### config.mk
export PLATFORM = sky130hd
export DESIGN_NAME = rf_slot_deser
export DESIGN_NICKNAME = d
export VERILOG_FILES = /design/src/rtl/rf_link_pkg.sv /design/src/rtl/rf_slot_detector.sv /design/src/rtl/rf_slot_deser.sv
export SDC_FILE = /design/constraint.sdc
export NUM_CORES = 1
export LEC_CHECK = 0
export CAP_MARGIN = 10
export CORE_UTILIZATION = 30
export CTS_CLUSTER_DIAMETER = 40
export DETAILED_ROUTE_END_ITERATION = 8
export PLACE_DENSITY = 0.55
export SLEW_MARGIN = 20
export SYNTH_ARGS = -nofsm -noshare
export SYNTH_HDL_FRONTEND = slang
export SYNTH_SLANG_ARGS = --single-unit
### constraint.sdc
create_clock -name clk -period 2.8 [get_ports clk]
set_input_delay 0.42 -clock clk [delete_from_list [all_inputs] [get_ports clk]]
set_output_delay 0.42 -clock clk [all_outputs]
set_load 0.005 [all_outputs]
### src/rtl/rf_link_pkg.sv
// Shared types and constants for the RF slot link.
// FSM encoding, default sync word and slot timing constants.
package rf_link_pkg;

  typedef enum logic [1:0] {
    ST_IDLE    = 2'd0,
    ST_HUNT    = 2'd1,
    ST_PAYLOAD = 2'd2
  } state_t;

  localparam logic [3:0] SYNC_WORD_DEF = 4'b1011;
  localparam int         SLOT_NOM      = 10000;
  localparam int         SLOT_TO_DEF   = 12000;
  localparam logic [1:0] EDGE_SAT      = 2'd2;

endpackage

### src/rtl/rf_slot_detector.sv
// Per-slot RF pulse detector: counts rising edges between strobes.
// slot_bit/slot_multi are valid on the sh_en_sync cycle.
module rf_slot_detector
  import rf_link_pkg::*;
(
  input  logic clk,
  input  logic rst,
  input  logic rfin_sync,
  input  logic sh_en_sync,
  output logic slot_bit,
  output logic slot_multi
);

  logic       rf_q;
  logic       rise;
  logic [1:0] cnt;

  assign rise       = rfin_sync & ~rf_q;
  assign slot_bit   = (cnt != 2'd0);
  assign slot_multi = (cnt >= EDGE_SAT);

  // an edge coinciding with the strobe belongs to the next slot
  always_ff @(posedge clk or negedge rst) begin
    if (!rst) begin
      rf_q <= 1'b0;
      cnt  <= 2'd0;
    end else begin
      rf_q <= rfin_sync;
      if (sh_en_sync)
        cnt <= {1'b0, rise};
      else if (rise && cnt != EDGE_SAT)
        cnt <= cnt + 1'b1;
    end
  end

endmodule

### src/rtl/rf_slot_deser.sv
// Slot deserializer: sync hunt, payload framing, slot timeout.
// Optional even-parity slot after payload: RF_DESER_PARITY_EN.
module rf_slot_deser
  import rf_link_pkg::*;
#(
  parameter int                WORD_W    = 8,
  parameter int                SYNC_W    = 4,
  parameter logic [SYNC_W-1:0] SYNC_WORD = SYNC_WORD_DEF,
  parameter int                SLOT_TO   = SLOT_TO_DEF
) (
  input  logic                         clk,
  input  logic                         rst,
  input  logic                         rfin_sync,
  input  logic                         sh_en_sync,
  input  logic                         locked,
  output logic [WORD_W-1:0]            data_out,
  output logic                         data_valid,
  output logic                         sync_found,
  output logic                         frame_err,
  output logic [$clog2(WORD_W+1)-1:0]  bit_cnt
);

  localparam int CW = $clog2(WORD_W+1);
  localparam int TW = $clog2(SLOT_TO+1);
`ifdef RF_DESER_PARITY_EN
  localparam int NB = WORD_W + 1;
`else
  localparam int NB = WORD_W;
`endif

  state_t            state;
  logic [SYNC_W-1:0] win, win_nxt;
  logic [WORD_W-1:0] pay, pay_nxt;
  logic [TW-1:0]     to_cnt;
  logic              slot_bit, slot_multi;
  logic              to_hit, last, abort;
`ifdef RF_DESER_PARITY_EN
  logic              par;
`endif

  rf_slot_detector u_det (
    .clk        (clk),
    .rst        (rst),
    .rfin_sync  (rfin_sync),
    .sh_en_sync (sh_en_sync),
    .slot_bit   (slot_bit),
    .slot_multi (slot_multi)
  );

  assign win_nxt = {win[SYNC_W-2:0], slot_bit};
  assign pay_nxt = {pay[WORD_W-2:0], slot_bit};
  assign to_hit  = (to_cnt == TW'(SLOT_TO-1));
  assign last    = (bit_cnt == CW'(NB-1));
  // a strobe always wins over a coincident timeout
  assign abort   = (state != ST_IDLE && !sh_en_sync && to_hit)
                 || (state == ST_PAYLOAD && sh_en_sync && slot_multi);

  always_ff @(posedge clk or negedge rst) begin
    if (!rst)
      to_cnt <= '0;
    else if (!locked || state == ST_IDLE || sh_en_sync || to_hit)
      to_cnt <= '0;
    else
      to_cnt <= to_cnt + 1'b1;
  end

  always_ff @(posedge clk or negedge rst) begin
    if (!rst) begin
      state      <= ST_IDLE;
      win        <= '0;
      pay        <= '0;
      data_out   <= '0;
      data_valid <= 1'b0;
      sync_found <= 1'b0;
      frame_err  <= 1'b0;
      bit_cnt    <= '0;
`ifdef RF_DESER_PARITY_EN
      par        <= 1'b0;
`endif
    end else begin
      data_valid <= 1'b0;
      frame_err  <= 1'b0;
      if (!locked) begin
        state      <= ST_IDLE;
        win        <= '0;
        sync_found <= 1'b0;
        bit_cnt    <= '0;
      end else if (abort) begin
        state      <= ST_HUNT;
        win        <= '0;
        sync_found <= 1'b0;
        bit_cnt    <= '0;
        frame_err  <= 1'b1;
      end else begin
        unique case (state)
          ST_IDLE: begin
            state <= ST_HUNT;
            win   <= '0;
          end
          ST_HUNT: begin
            if (sh_en_sync) begin
              win <= win_nxt;
              if (win_nxt == SYNC_WORD) begin
                state      <= ST_PAYLOAD;
                sync_found <= 1'b1;
                bit_cnt    <= '0;
`ifdef RF_DESER_PARITY_EN
                par        <= 1'b0;
`endif
              end
            end
          end
          ST_PAYLOAD: begin
            if (sh_en_sync) begin
              bit_cnt <= bit_cnt + 1'b1;
`ifdef RF_DESER_PARITY_EN
              if (!last) begin
                pay <= pay_nxt;
                par <= par ^ slot_bit;
              end else begin
                state      <= ST_HUNT;
                win        <= '0;
                sync_found <= 1'b0;
                if (par == slot_bit) begin
                  data_out   <= pay;
                  data_valid <= 1'b1;
                end else begin
                  frame_err  <= 1'b1;
                end
              end
`else
              pay <= pay_nxt;
              if (last) begin
                state      <= ST_HUNT;
                win        <= '0;
                sync_found <= 1'b0;
                data_out   <= pay_nxt;
                data_valid <= 1'b1;
              end
`endif
            end
          end
          default: state <= ST_IDLE;
        endcase
      end
    end
  end

endmodule

# == Yosys cells after proc, flatten, opt, wreduce, memory -nomap -nowiden ==
# Index checks and enable logic that the tools add are counted.
# word_totals
ff_bits,44
latchBits,0
mem_bits_rw,0
rom_bits,0
input_bits,5
output_inout_bits,15
elab_cells,87
mem_count,0
# op_classes
add_sub_neg,3
n_mul,0
n_div,0
magnitude_cmp,1
eq_ne,12
shifts,0
mux,36
bitwise,3
n_reduce_logical,21
# ops
op,count
4-bit 2-to-1 mux,5
2-bit 2-to-1 mux,8
"4-bit != test, second input constant",4
4-bit AND reduction,4
3-bit 2-to-1 mux,5
"14-bit by 1-bit adder with 14-bit output, second input constant",1
"14-bit == test, second input constant",1
14-bit 2-to-1 mux,1
1-bit 2-to-1 mux,13
5-bit AND reduction,2
3-bit case mux with 3 select lines,1
4-bit case mux with 2 select lines,1
2-bit case mux with 3 select lines,1
2-bit nonzero test,3
1-bit logical AND,5
"5-bit by 1-bit != test with 1-bit output, second input constant",1
"4-bit by 1-bit adder with 4-bit output, second input constant",1
"4-bit by 3-bit == test with 1-bit output, second input constant",1
"4-bit == test, second input constant",1
1-bit logical OR,4
"4-bit by 1-bit != test with 1-bit output, second input constant",1
"2-bit by 1-bit adder with 2-bit output, second input constant",1
"2-bit by 1-bit == test with 1-bit output, second input constant",1
"2-bit == test, second input constant",1
7 further kinds,9

# == Longest topological paths before layout ==
# Gate-level depths: netlist of run 1.
# depth
word_depth,7
mapped_depth,9
ltp_nobuf,7

# == By module ==
# From an unflattened synthesis of run 1, not the netlist that was laid out.
# unflattened
hier_cells,194
hier_area_um2,2184.6
# by_module_without_submodules
mod,n_inst,cells_per_inst,area_each_um2,seq_area_each_um2
rf_slot_deser,1,178,2013.2,1026.0
rf_slot_detector,1,16,171.4,75.1

# == Worst setup path before layout of run 1 ==
# Ideal clock, no wire load.
# synth_path
kind,reg2reg
startpoint,register state[0]
endpoint,register data_out[1]
setup_time_ns,0.125
t_arrival_ns,1.904
required_ns,2.675
setup_slack_ns,0.771
path_stages_with_launch,8
path_buffers,2
period_less_slack_ns,2.029
path_cell_list,dfrtp_1 -> inv_1 -> ha_1 -> clkbuf_1 -> nand4_1 -> or2_2 -> buf_2 -> mux2_2
# synth_between
elab_chain_cells,6
word_cells_on_any_way,9
classes_between,eq/ne (1); bitwise (1); reduce/logical (7)
# synth_lines
item,line,text
start: declaration,rf_slot_deser.sv:31,state_t state;
start signal: assignment,rf_slot_deser.sv:69,state <= ST_IDLE;
start signal: assignment,rf_slot_deser.sv:84,state <= ST_IDLE;
start signal: assignment,rf_slot_deser.sv:89,state <= ST_HUNT;
2-bit == test or 2-bit nonzero test (tied branches),"rf_slot_deser.sv:56, rf_slot_deser.sv:95, rf_slot_deser.sv:55",
1-bit logical AND (on tied branches) (2 in a row),"rf_slot_deser.sv:56, rf_slot_deser.sv:55",
1-bit logical OR,rf_slot_deser.sv:56,|| (state == ST_PAYLOAD && sh_en_sync && slot_multi);
1-bit NOT (no line),n/a,
5-bit AND reduction (no line) (*),n/a,
end signal: assignment,rf_slot_deser.sv:137,data_out <= pay_nxt;
end: declaration,rf_slot_deser.sv:16,"output logic [WORD_W-1:0] data_out,"
# Every way passes the cells marked *; elsewhere a longest branch is shown, timed or not.
# A chain may end at the register's enable or synchronous reset.

# == Worst setup path after layout of run 1 ==
# layout_path
startpoint,register to_cnt[8]
endpoint,register state[0]
# layout_between
elab_chain_cells,5
word_cells_on_any_way,10
classes_between,eq/ne (5); mux (2); reduce/logical (3)
# layout_lines
item,line,text
start: declaration,rf_slot_deser.sv:34,logic [TW-1:0] to_cnt;
start signal: assignment,rf_slot_deser.sv:64,to_cnt <= to_cnt + 1'b1;
14-bit == test (*),rf_slot_deser.sv:52,assign to_hit = (to_cnt == TW'(SLOT_TO-1));
1-bit logical AND (*),rf_slot_deser.sv:55,assign abort = (state != ST_IDLE && !sh_en_sync && to_hit)
1-bit logical OR (*),rf_slot_deser.sv:56,
4-bit != test (no line) or 2-bit 2-to-1 mux (tied branches),n/a,
4-bit AND reduction (no line) or 2-bit 2-to-1 mux (tied branches),n/a,
# Marks and branches as above.

==> results of run 1 <==
how the worst min path moves through the flow:
stage                      from     endpoint
floorplan                   rst   bit_cnt[0]
finish                      rst    to_cnt[2]
global route                rst       pay[3]
global placement    data_out[5]  data_out[5]
detailed placement  data_out[4]  data_out[4]
CTS                         rst    to_cnt[6]
layout make-up:
| class | count | area (um2) |
|---|---|---|
| tap | 96 | 120 |
| sequential | 44 | 1100 |
| timing repair buffer | 20 | 195 |
| inverter | 8 | 30.0 |
| fill | 707 | 4290 |
| clock inverter | 3 | 46.3 |
| multi-input combinational | 139 | 938 |
| clock buffer | 5 | 68.8 |
metal layers:
metal  wire length (um)  up-vias
met4                 37        0
met2               1720       18
met5                  0        -
met3                 97        4
li1                   -      707
met1               1830      685
metrics by stage:
stage | instance area, um2 | hold WS [ns] | setup slack, ns | util, % | total power, mW
finish | 2500 | 0.109 | 0.658 | 36.8 | 1.58
global route | 2500 | 0.151 | 0.452 | 36.8 | 1.67
CTS | 2500 | 0.319 | 0.637 | 36.8 | 1.60
detailed placement | 2380 | 0.494 | 0.580 | 35.1 | 1.09
global placement | 2380 | 0.487 | 0.594 | 35.1 | 1.09
floorplan | 2100 | 0.124 | 0.771 | - | 0.991
sequential cells by signal, indices dropped and copies added, names as in the netlist:
| signal | flops |
|---|---|
| frame_err | 1 |
| data_valid | 1 |
| bit_cnt | 4 |
| pay | 7 |
| win | 3 |
| state | 2 |
| u_det.cnt | 2 |
| sync_found | 1 |
| u_det.rf_q | 1 |
| data_out | 8 |
| to_cnt | 14 |
worst max-delay path, stage by stage (launching register included):
cell                      delay [ns]
sky130_fd_sc_hd__dfrtp_1        0.43
sky130_fd_sc_hd__or4b_4         0.56
sky130_fd_sc_hd__nor4_4         0.34
sky130_fd_sc_hd__a211o_2        0.31
sky130_fd_sc_hd__nor2_1         0.09
sky130_fd_sc_hd__mux2_4         0.30
kinds of logic after synthesis:
logic type	Yosys count	share of synthesized area (%)
xor gates and xnor gates	12	5.00
adders and majority gates	8	4.76
buffers and inverters	14	3.03
muxes	16	8.63
AOI/OAI and AO/OA	26	7.56
DFF	44	52.3
and+or+nand+nor	77	18.7
placed cells by master (no fill, tap or decap), types with 2 or more instances in the layout:
cell type,netlist,routed
sky130_fd_sc_hd__inv_1,8,8
sky130_fd_sc_hd__nand3_1,10,10
sky130_fd_sc_hd__nor2b_1,3,3
sky130_fd_sc_hd__xnor2_1,2,2
sky130_fd_sc_hd__nand4_1,3,3
sky130_fd_sc_hd__ha_1,8,8
sky130_fd_sc_hd__o21ai_0,7,7
sky130_fd_sc_hd__and3_1,3,3
sky130_fd_sc_hd__buf_4,0,2
sky130_fd_sc_hd__nor2_1,30,30
sky130_fd_sc_hd__mux2_2,13,13
sky130_fd_sc_hd__or2_2,2,2
sky130_fd_sc_hd__and4_1,2,2
sky130_fd_sc_hd__mux2i_1,2,2
sky130_fd_sc_hd__xor2_1,10,10
sky130_fd_sc_hd__dfrtp_1,44,44
sky130_fd_sc_hd__clkdlybuf4s50_1,0,18
sky130_fd_sc_hd__nand2_1,15,15
sky130_fd_sc_hd__a21oi_1,10,10
sky130_fd_sc_hd__clkbuf_8,0,5
sky130_fd_sc_hd__nand3b_1,3,3
report_power, final:
part	switching [mW]	internal, mW	leakage, nW	total, mW
Clock	0.230	0.269	0.0548	0.499
Sequential	0.0334	0.679	0.607	0.713
Combinational	0.217	0.149	0.453	0.366
Total	0.480	1.10	1.12	1.58
==> results.sh, run 1 <==
export IMPL_clock_tree_htree_level_count=2
export IMPL_number_of_flops_mapped_to_enable_cells_by_yosys=0
export IMPL_synthesis_nets=210
export IMPL_final_setup_tns_ns=0
export IMPL_totalWireLength_um=3690
export IMPL_path_class="reg2reg"
export IMPL_syn_cell_area_um2=2100
export IMPL_tightestPinTransition_ns=0.550
export IMPL_synth_ff_latch_count=44
export IMPL_static_leakage_nw=1.12
export IMPL_worst_setup_path_startpoint="to_cnt[8]"
export IMPL_buffer_ports_inserted=19
export IMPL_grt_overflow=0
export IMPL_nNetsFinal=231
export IMPL_power_density_nw_per_um2=631
export IMPL_cp_start_kind="flop"
export IMPL_cp_arrival_ns=2.33
export IMPL_wl_per_cell_um=11.7
export IMPL_clock_skew_final_ns=0.00886
export IMPL_wire_length_of_the_first_global_routing_pass_um=6520
export IMPL_top_level_ports=20
export IMPL_ys_warnings_count=0
export IMPL_detailroute_via_count=1414
export IMPL_reg2reg_slack_ns=0.66
export IMPL_antenna_violating_nets_post_route=0
export IMPL_synthesis_instances=197
export IMPL_drc=0
export IMPL_report_final_hold_viol_count=0
export IMPL_worst_r2r_cell_count=5
export IMPL_gp_congestion=0.808
export IMPL_floorplan_core_area_um2=6790
export IMPL_min_path_type="in2async"
export IMPL_cp_data_required_time_ns=2.99
export IMPL_period_minus_slack_ns=2.14
export IMPL_worst_path_max_fanout=11
export IMPL_cts_tree="yes"
export IMPL_first_pass_drt_iterations=6
export IMPL_grt_setup_unrepaired="no"
export IMPL_synth_distinct_cells=37
export IMPL_ctsRootBufferMaster="sky130_fd_sc_hd__clkbuf_8"
export IMPL_global_route_usage_met3_pct=2.69
export IMPL_via_count_of_the_first_global_routing_pass=1412
export IMPL_regToRegEndpoint="state[0]"
export IMPL_hpwlAfterDp_um=2600
export IMPL_grt_most_used_layer="met2"
export IMPL_grt_use_met1_pct=15.0
export IMPL_setup_viol=0
export IMPL_floorplan_die_width_um=85.7
export IMPL_areaGrowthSynthToFinish_pct=18.9
export IMPL_clock_path_buffers=2
export IMPL_insertion_delay_ns=0.30
export IMPL_dpl_cell_count=307
export IMPL_via_per_inst=4.49
export IMPL_max_freq_ghz=0.467
export IMPL_synth_async_reset_ratio_pct=100
export IMPL_r2r_path_start="to_cnt[8]"
export IMPL_synth_avg_cell_area_um2=10.7
export IMPL_initial_utilization_pct=31.0
export IMPL_post_cts_resized_instances=0
export IMPL_hold_buffers=0
export IMPL_num_rows=30
export IMPL_critPathCaptureType="flop"
export IMPL_grtUsageMet2_pct=18.0
export IMPL_dieHeight_um=85.7
export IMPL_cts_buffers_inserted=5
export IMPL_stdcell_count=315
export IMPL_drt_first_iter_violations=78
export IMPL_clkTransAtPathRegs_ns=0.09
export IMPL_drive_above_1_share_pct=13.7
export IMPL_maximum_resistive_drop_on_vdd_mv=0.328
export IMPL_status="completed"
export IMPL_synth_flop_type="sky130_fd_sc_hd__dfrtp_1"
export IMPL_synthTopCellsByArea="sky130_fd_sc_hd__dfrtp_1 (52%), sky130_fd_sc_hd__mux2_2 (7.0%), sky130_fd_sc_hd__nor2_1 (5.4%)"
export IMPL_synth_top_area_share_pct=52.3
export IMPL_dieArea_um2=7350
export IMPL_grt_antenna_before_repair=0
export IMPL_cap_violations=0
export IMPL_finalMaxSlewViolations=0
export IMPL_netlist_top_cells_count="sky130_fd_sc_hd__dfrtp_1 (44), sky130_fd_sc_hd__nor2_1 (30), sky130_fd_sc_hd__nand2_1 (15)"
export IMPL_grt_start_max_net_pins=45
export IMPL_slew_headroom_pct=63.0
export IMPL_n_diodes=0
export IMPL_synth_top_area_cell="sky130_fd_sc_hd__dfrtp_1"
export IMPL_grt_util_all_layers_pct=11.3
export IMPL_share_of_the_yosys_chip_area_belonging_to_registers_pct=52.3
export IMPL_postCtsSetupRepairBufs=0
export IMPL_clock_sink_count=44
export IMPL_worst_setup_path_endpoint="state[0]"
export IMPL_final_period_utilization_pct=76.5
export IMPL_yosys_cell_count_top_type="sky130_fd_sc_hd__dfrtp_1"
Note: power is estimated with default switching activity, not from simulation.
==> run 2, diff against run 1 <==
--- a/config.mk
+++ b/config.mk
@@ -9,7 +9,7 @@
 export CORE_UTILIZATION = 30
 export CTS_CLUSTER_DIAMETER = 40
 export DETAILED_ROUTE_END_ITERATION = 8
-export PLACE_DENSITY = 0.55
+export PLACE_DENSITY = 0.57
 export SLEW_MARGIN = 20
 export SYNTH_ARGS = -nofsm -noshare
 export SYNTH_HDL_FRONTEND = slang
==> constraint.sdc (replaced) <==
create_clock -name clk -period 1.9 [get_ports clk]
set_input_delay 0.285 -clock clk [delete_from_list [all_inputs] [get_ports clk]]
set_output_delay 0.285 -clock clk [all_outputs]
set_load 0.005 [all_outputs]
==> results.sh, run 2 (synthesis results as in run 1) <==
export IMPL_drive_above_1_share_pct=20.4
export IMPL_reg_top3="to_cnt x14, data_out x8, pay x7"
export IMPL_critical_path_s_slowest_cell="sky130_fd_sc_hd__or4b_4"
export IMPL_n_diodes=0
export IMPL_largest_register_ff_count=14
export IMPL_cts_tree="yes"
export IMPL_grt_util_all_layers_pct=12.0
export IMPL_crit_path_cell_trace="or4b_4, nor4_4, buf_4, a211oi_4, o21bai_1, a22o_1"
export IMPL_clock_skew_final_ns=0.00414
export IMPL_grt_setup_unrepaired="yes"
export IMPL_clkTransAtPathRegs_ns=0.09
export IMPL_tightestPinTransition_ns=0.533
export IMPL_detailroute_via_count=1468
export IMPL_antenna_violating_nets_post_route=0
export IMPL_fin_worst_hold_slack_ns=0.442
export IMPL_top_level_ports=20
export IMPL_final_common_cell="sky130_fd_sc_hd__dfrtp_1"
export IMPL_slew_headroom_pct=64.5
export IMPL_multi_input_gate_area_um2=958
export IMPL_insertion_delay_ns=0.30
export IMPL_cp_arrival_ns=2.05
export IMPL_via_count_of_the_first_global_routing_pass=1467
export IMPL_power_density_nw_per_um2=916
export IMPL_detailedPlace_worstSlack_ns=-0.0355
export IMPL_reg2reg_slack_ns=0.04
export IMPL_cts_buffers_inserted=5
export IMPL_final_period_utilization_pct=97.9
export IMPL_post_route_util_pct=39.3
export IMPL_grt_start_max_net_pins=25
export IMPL_period_minus_slack_ns=1.86
export IMPL_worst_slack_ns=0.0407
export IMPL_totalWireLength_um=3840
export IMPL_most_common_layout_cells="sky130_fd_sc_hd__dfrtp_1 (44), sky130_fd_sc_hd__nor2_1 (29), sky130_fd_sc_hd__clkdlybuf4s50_1 (18)"
export IMPL_critical_path_max_stage_delay_ns=0.53
export IMPL_max_freq_ghz=0.538
export IMPL_path_class="reg2reg"
export IMPL_gp_congestion=0.825
export IMPL_num_rows=30
export IMPL_cp_start_kind="flop"
export IMPL_dieHeight_um=85.7
export IMPL_via_per_inst=4.44
export IMPL_report_final_hold_viol_count=0
export IMPL_wl_per_cell_um=11.6
export IMPL_initial_utilization_pct=31.0
export IMPL_grt_overflow=0
export IMPL_worst_path_max_fanout=3
export IMPL_clock_sink_count=44
export IMPL_ctsRootBufferMaster="sky130_fd_sc_hd__clkbuf_8"
export IMPL_filler_cell_count=670
export IMPL_floorplan_core_area_um2=6790
export IMPL_floorplan_die_width_um=85.7
export IMPL_setup_viol=0
export IMPL_wire_length_of_the_first_global_routing_pass_um=6870
export IMPL_first_pass_drt_iterations=4
export IMPL_dieArea_um2=7350
export IMPL_cp_data_required_time_ns=2.09
export IMPL_finalMaxSlewViolations=0
export IMPL_nNetsFinal=247
export IMPL_clock_path_buffers=2
export IMPL_static_leakage_nw=1.21
export IMPL_buffer_ports_inserted=19
export IMPL_critPathCaptureType="flop"
export IMPL_final_setup_tns_ns=0
export IMPL_hpwlAfterDp_um=2750
export IMPL_cap_violations=0
export IMPL_areaGrowthSynthToFinish_pct=27.1
export IMPL_registers_top_by_ff_count="to_cnt"
export IMPL_status="completed"
export IMPL_dpl_cell_area_um2=2520
export IMPL_clock_tree_htree_level_count=2
export IMPL_final_seq_area_um2=1100
export IMPL_drc=0
export IMPL_maximum_resistive_drop_on_vdd_mv=0.480
export IMPL_min_path_type="in2reg"
export IMPL_design_area_um2=2670
export IMPL_grt_antenna_before_repair=0
export IMPL_drt_first_iter_violations=63
==> run 2: worst max-delay path: cells and delay by family (launching register included) <==
| family | cells | cell delay (ns) |
|---|---|---|
| compound gates | 3 | 0.38 |
| buf+inv | 1 | 0.18 |
| flops | 1 | 0.41 |
| simple gates | 2 | 0.79 |
==> run 2: layer usage <==
layer / up-vias / global-route usage [%] / part of all wire (%)
met5: - / 0 / 0
met4: 0 / 3.64 / 1.9
met3: 8 / 3.46 / 3.6
met2: 21 / 19.3 / 46
met1: 693 / 15.7 / 48
li1: 746 / - / -
==> run 2: through the flow <==
stage,power (mW),cells
global placement,1.70,321
detailed placement,1.71,321
floorplan,1.46,197
finish,2.45,331
global route,2.61,331
CTS,2.46,330
==> run 2: timing repair <==
action,in CTS,in global routing
resized for setup,0,7
setup endpoints to repair,0,4
hold buffers,1,0
buffers inserted,0,1
hold endpoints to repair,20,0
==> run 2: worst paths after layout <==
| check | to | cells past startpoint | startpoint |
|---|---|---|---|
| max reg2reg | bit_cnt[3] | 6 | to_cnt[8] |
| max | bit_cnt[3] | 6 | to_cnt[8] |
| min | u_det.rf_q | 1 | rfin_sync |
| min in group asynchronous | to_cnt[12] | 2 | rst |
| min reg2reg | data_out[0] | 2 | data_out[0] |
| max in group asynchronous | to_cnt[11] | 3 | rst |
==> run 2: area by class of cell <==
type                       count  area share (%)
tap                           96            4.49
clock inverter                 3            1.73
inverter                       8            1.12
sequential                    44            41.2
clock buffer                   5            2.57
multi-input combinational    139            35.9
timing repair buffer          36            13.0
==> run 2: power breakdown <==
| group | leakage [nW] | switching (mW) | internal [mW] |
|---|---|---|---|
| clock | 0.0548 | 0.339 | 0.396 |
| sequential | 0.607 | 0.0471 | 1.00 |
| combinational | 0.549 | 0.352 | 0.312 |
